## src/rtl/pipe_ctrl.sv

```systemverilog
// Pipeline control for a 5-stage in-order core: carries decoded controls D->E->M->W,
// detects load-use hazards, resolves branches in M and selects E-stage operand forwarding.
module pipe_ctrl (
  input  logic       clk,
  input  logic       reset,
  input  logic       regwriteD,
  input  logic       regdstD,
  input  logic       alusrcD,
  input  logic       branchD,
  input  logic       memwriteD,
  input  logic       memtoregD,
  input  logic       jumpD,
  input  logic [1:0] aluopD,
  input  logic       validD,
  input  logic [4:0] rsD,
  input  logic [4:0] rtD,
  input  logic [4:0] writeregE,
  input  logic       zeroM,
  output logic       regwriteE,
  output logic       regdstE,
  output logic       alusrcE,
  output logic       branchE,
  output logic       memwriteE,
  output logic       memtoregE,
  output logic [1:0] aluopE,
  output logic       regwriteM,
  output logic       memwriteM,
  output logic       memtoregM,
  output logic       branchM,
  output logic       regwriteW,
  output logic       memtoregW,
  output logic [4:0] writeregM,
  output logic [4:0] writeregW,
  output logic       pcsrcM,
  output logic       stallF,
  output logic       stallD,
  output logic       flushD,
  output logic [1:0] forwardAE,
  output logic [1:0] forwardBE
);

  logic [7:0] r_ctlE;   // {regwrite, regdst, alusrc, branch, memwrite, memtoreg, aluop}
  logic [4:0] r_rsE, r_rtE;
  logic [3:0] r_ctlM;   // {regwrite, memwrite, memtoreg, branch}
  logic [4:0] r_wregM;
  logic [1:0] r_ctlW;   // {regwrite, memtoreg}
  logic [4:0] r_wregW;

  logic w_pcsrc, w_lwstall, w_stall, w_bubE, w_bubM;

  assign {regwriteE, regdstE, alusrcE, branchE, memwriteE, memtoregE, aluopE} = r_ctlE;
  assign {regwriteM, memwriteM, memtoregM, branchM} = r_ctlM;
  assign {regwriteW, memtoregW} = r_ctlW;
  assign writeregM = r_wregM;
  assign writeregW = r_wregW;

  assign w_pcsrc   = r_ctlM[0] & zeroM;
  assign w_lwstall = r_ctlE[2] && (r_rtE != 5'd0) && ((r_rtE == rsD) || (r_rtE == rtD));
  // A taken branch discards the stalled instruction anyway, so the flush overrides the stall.
  assign w_stall   = w_lwstall & ~w_pcsrc;
  assign w_bubE    = reset | ~validD | w_stall | w_pcsrc;
  assign w_bubM    = reset | w_pcsrc;

  assign pcsrcM = w_pcsrc;
  assign stallF = w_stall;
  assign stallD = w_stall;
  assign flushD = w_pcsrc | (jumpD & validD & ~w_stall);

  function automatic logic [1:0] fwd_sel(input logic [4:0] src, input logic [4:0] wm,
                                          input logic rwm, input logic [4:0] ww, input logic rww);
    if (src != 5'd0 && src == wm && rwm)      fwd_sel = 2'b10;
    else if (src != 5'd0 && src == ww && rww) fwd_sel = 2'b01;
    else                                      fwd_sel = 2'b00;
  endfunction

  assign forwardAE = fwd_sel(r_rsE, r_wregM, r_ctlM[3], r_wregW, r_ctlW[1]);
  assign forwardBE = fwd_sel(r_rtE, r_wregM, r_ctlM[3], r_wregW, r_ctlW[1]);

  always_ff @(posedge clk) begin
    if (w_bubE) begin
      r_ctlE <= 8'd0;
      r_rsE  <= 5'd0;
      r_rtE  <= 5'd0;
    end else begin
      r_ctlE <= {regwriteD, regdstD, alusrcD, branchD, memwriteD, memtoregD, aluopD};
      r_rsE  <= rsD;
      r_rtE  <= rtD;
    end

    if (w_bubM) begin
      r_ctlM  <= 4'd0;
      r_wregM <= 5'd0;
    end else begin
      r_ctlM  <= {r_ctlE[7], r_ctlE[3], r_ctlE[2], r_ctlE[4]};
      r_wregM <= writeregE;
    end

    if (reset) begin
      r_ctlW  <= 2'd0;
      r_wregW <= 5'd0;
    end else begin
      r_ctlW  <= {r_ctlM[3], r_ctlM[1]};
      r_wregW <= r_wregM;
    end
  end

endmodule

```

## config.mk

```make
export PLATFORM = sky130hd
export DESIGN_NAME = pipe_ctrl
export DESIGN_NICKNAME = d
export VERILOG_FILES = /design/src/rtl/pipe_ctrl.sv
export SDC_FILE = /design/constraint.sdc
export NUM_CORES = 1
export LEC_CHECK = 0
export BUFFER_PORTS_ARGS = -buffer_cell sky130_fd_sc_hd__buf_2
export CORE_ASPECT_RATIO = 1.1
export CORE_MARGIN = 8
export CORE_UTILIZATION = 43
export DETAILED_ROUTE_END_ITERATION = 10
export PLACE_DENSITY = 0.8
export SLEW_MARGIN = 20
export SYNTH_ARGS = -nofsm -noshare
export SYNTH_HDL_FRONTEND = slang
export SYNTH_SLANG_ARGS = --single-unit
```

## constraint.sdc

```tcl
create_clock -name clk -period 1.7 [get_ports clk]
set_clock_uncertainty 0.2 [all_clocks]
set_input_delay 0.17 -clock clk [delete_from_list [all_inputs] [get_ports clk]]
set_output_delay 0.17 -clock clk [all_outputs]
set_load 0.05 [all_outputs]
```

## Yosys cells after proc, flatten, opt, wreduce, memory -nomap -nowiden

Cells that the tools add are included.
Widths: inputs -> output; s select.

- Flip-flop bits (word level): 34
- Input bits: 28
- Output and inout bits: 32

- Equality and inequality tests: 6
- Muxes and demuxes: 4
- Bitwise logic cells: 12
- Reduce and logical (&&, ||, !) cells: 13

Operator list:

| cell | number |
|---|---|
| $eq 5x5->1 | 6 |
| $logic_and 1x1->1 | 10 |
| $reduce_bool 5->1 | 2 |
| $or 1x1->1 | 5 |
| $and 1x1->1 | 4 |
| $mux 2 | 2 |
| $not 1->1 | 3 |
| $mux 1 | 2 |
| $logic_or 1x1->1 | 1 |

## Logic depth before layout (Yosys ltp)

- Word-level depth: 7
- Depth in mapped cells: 7

## Worst setup path before layout

No wires, ideal clock.

- Kind: register to output
- Start point: register r_wregM[3], in the netlist writeregM[3]
- End point: output port forwardAE[0]
- Arrival time: 3.207 ns
- Setup slack: -1.877 ns
- Stages on the path, launching flop included: 5
- Cells stage by stage: dfxtp_1 xnor2_1 nand4_1 nor4_1 nor4_1

- Word-level cells in the longest chain between the ends: 4

Ends and longest elaborated chain:

| what | line | RTL |
|---|---|---|
| start: declaration | 45 | `logic [4:0] r_wregM;` |
| start signal: assignment | 95 | `r_wregM <= writeregE;` |
| $eq 5x5->1 | 71 | `if (src != 5'd0 && src == wm && rwm) fwd_sel = 2'b10;` |
| $logic_and 1x1->1 (2 in a row) | 71 |  |
| $mux 2 | 71 |  |
| end: declaration | 38 | `output logic [1:0] forwardAE,` |

No other way between the ends.

## Final worst setup path

- Start point: register r_rtE[1]
- End point: output port stallD

- Word-level cells in the longest chain between the ends: 4

Ends and longest elaborated chain:

| what | line | RTL |
|---|---|---|
| start: declaration | 43 | `logic [4:0] r_rsE, r_rtE;` |
| start signal: assignment | 87 | `r_rtE <= rtD;` |
| $eq 5x5->1 / $reduce_bool 5->1 (equally long branches) | 58 | `assign w_lwstall = r_ctlE[2] && (r_rtE != 5'd0) && ((r_rtE == rsD) \|\| (r_rtE == rtD));` |
| $logic_or 1x1->1 / $logic_and 1x1->1 (equally long branches) | 58 |  |
| $logic_and 1x1->1 (*) | 58 |  |
| $and 1x1->1 (*) | 60 | `assign w_stall = w_lwstall & ~w_pcsrc;` |
| end: declaration | 36 | `output logic stallD,` |

Every way passes the cells marked *; elsewhere a longest branch is shown, timed or not.

==> impl_results.md <==
- H-tree Lvls: 2
- Final non-filler cell total: between 300 and 400
- DIE HEIGHT: 78.3 µm
- Worst reg2reg path depth: 6
- DP Area: around 0.002 mm²
- Final hold vios: 0
- Critical Path RT: approximately 1300 ps
- Worst hold start: validD
- Setup_tns: -5690 ps
- Reg2reg start: r_rtE[1]
- Root Driver: clkbuf_4
- Max-cap violations: 0
- Slew HR: between 70% and 80%
- Detailed placement HPWL: between 3000 and 4000 µm
- Setup WS pre-CTS: -195 ps
- Synth area leader: dfxtp_1
- Crit path largest cell delay: 550 ps
- Total wire length: ~4700 µm
- GPL Wtd Cong: between 0.8 and 0.9
- Sequential area share after synthesis: 44.9%
- Vias in the first global route: between 1500 and 2000
- Layout cell share with drive strength beyond 1: around 51%
- IO Pins: 60
- Residual DRC: 0
- Number of CTS-inserted buffers: 5
- Leakage power: about 1.1 nW
- P&R area growth vs syn: 66.0%
- Kind of critical path: reg2out
- Status: finished with violations
- Routed Antenna Nets: 0
- Antenna Cells: 0
- RSZ-0062 raised after global routing: yes
- Failing checks: negative setup slack
- Startpoint Class: flop
- Final Cycle Share: 130%
- #FFs+latches synth: 34
- Net Count, Synth: 185
- Post-synth EDFFs: 0
- Global-route wire length before repair: approximately 7400 µm
- Top-count cell post-synth: dfxtp_1
- CTS tree: built
- Hold worst-path end: r_ctlE[4]
- Sink Count: 34
- Final setup margin: -512 ps
- WL/cell: ~16 µm
- Final setup viols: 25
- Area contributors post-synth: dfxtp_1 (45%), xnor2_1 (15%), nand3_1 (6.6%)
- Hold crit path type: in2reg
- Unique masters post-synth: 25
- Crit. End Element: output pin
- Highest fanout seen on the critical path: 4
- R2R Path End: r_rsE[0]
- Ys flop type: dfxtp_1
- Top cells by count, synth: dfxtp_1 (34), xnor2_1 (26), nand3_1 (20)
- Row cnt: 22
- Hold-critical path depth: 4
- CP Cell Sequence: or4_4 > nor2_4 > nor3b_2 > and2_4 > buf_6
- Synthesis warning total: 0
- GRT Total Usage: about 17%
- Initial antenna violation count: 0
- Skew-Pair Late Insertion Delay: approximately 340 ps
- Delay-heaviest family, CP: simple AND/OR/NAND/NOR gates
- Post-synth ARST share: 0%
- NumNets Final: ~280
- WP data arrival: between 1500 and 2000 ps
- R2r setup slk: -180 ps
- Placed insts: approximately 270
- Synthesized instance count: between 150 and 200
- Vias: roughly 1500
- Vias per cell: around 5
- Clk buf depth: 2
- Slowest stage cell on the critical path: or4_4
- Cell area after layout: 0.00251 mm²
- CTS clk-pin slew, worst paths: 110 ps
- Core area: ~0.0034 mm²
- Worst Tran Pin Value: 332 ps
- Total gr overflow: 0
- Yosys top cell area share: between 40% and 50%
- Pre-antenna DRT Iters: 4
- Port-buffer cells: 59
- Mapped Avg Cell Area: a little under 10 µm²
- Cell area after synthesis: 0.00152 mm²
- Initial Util: 45.1%
- Max rail drop VDD: around 600 µV
- Min Tclk post-route: between 2000 and 2500 ps
- Chip width: 72.6 µm
- Total chip power: approximately 2 mW
- Power Dens Cells: about 810 mW/mm²
- Fmax: between 400 and 500 MHz
- Iter 0 DRT Violations: 42
- Critical path depth: 5
- Largest net degree at the start of global routing: 20
- Final slew viol count: 0
- Buffer and inverter count on the worst path: 1
- Die Area: approximately 0.0057 mm²
worst min-delay path, stage by stage:
cell and delay, ps:
buf_2 120, buf_4 190, nand3_1 80, a21oi_1 40
cell usage in the layout, fill, tap and decap left out, drive strengths merged, types with 4 or more instances in the layout:
cell type    netlist  routed
dlygate4sd3        0      24
nand4              4       4
nor4               4       4
nor2b              8       9
dfxtp             34      34
and2              11      11
nand2              4       4
buf                9      80
a21oi             20      20
nand3             20      20
xnor2             26      26
xor2               4       4
clkbuf             6       6
metal layers:
layer  vias to the layer above  global-route usage (%)  part of all wire (%)
met4                         0                    8.02                   2.9
met1                       683                    16.2                    37
li1                        723                       -                     -
met3                        14                    6.10                   6.8
met2                        62                    30.6                    53
met5                         -                       0                     0
repair_timing:
| action | 4_1_cts | 5_1_grt |
|---|---|---|
| endpoints found under the setup margin | 25 | 26 |
| endpoints found under the hold margin | 30 | 0 |
| buffers inserted | 1 | 1 |
| pin swaps | 7 | 4 |
| hold buffers | 24 | 0 |
| gates cloned | 1 | 0 |
| gates resized for setup | 26 | 8 |
where the power goes:
part / leakage (nW) / switching [mW] / internal (mW)
clock network: 0.0528 / 0.277 / 0.453
logic: 0.719 / 0.253 / 0.202
registers: 0.284 / 0.0323 / 0.829
total: 1.06 / 0.563 / 1.48
per-stage QoR:
stage / hold WS [ps] / util [%]
3_5_place_dp: 173 / 60.2
6_report: 96.8 / 74.9
5_1_grt: 88.0 / 74.9
2_1_floorplan: 41.6 / -
4_1_cts: 82.7 / 73.8
3_3_place_gp: 171 / 60.2
worst max path at each step:
stage | startpoint | endpoint
after floorplan | r_rtE[1] | forwardBE[0]
after global placement | r_rtE[1] | flushD
after detailed placement | r_rtE[1] | flushD
after CTS | r_rtE[1] | forwardBE[0]
after global routing | r_rtE[1] | forwardBE[0]
final | r_rtE[1] | stallD
state kept, by name, summed over array words and instances (netlist names):
name	count
writeregW	5
r_rtE	5
r_ctlE	8
r_ctlW	2
r_rsE	5
r_ctlM	4
writeregM	5
logic make-up after synthesis:
| family | share of synthesized area, % |
|---|---|
| AO/OA/AOI/OAI | 9.50 |
| XOR/XNOR | 17.3 |
| buffers and inverters | 6.36 |
| flip-flops | 44.9 |
| AND/OR/NAND/NOR | 21.9 |
area by class of cell:
cell class / count / area, µm²
repair buffers: 105 / 754
well taps: 48 / 60.1
fillers: 249 / 843
clock buffers: 5 / 37.5
multi-input cells: 109 / 898
clock inverters: 3 / 63.8
flip-flops and latches: 34 / 701
(Power assumes the default switching activity.)
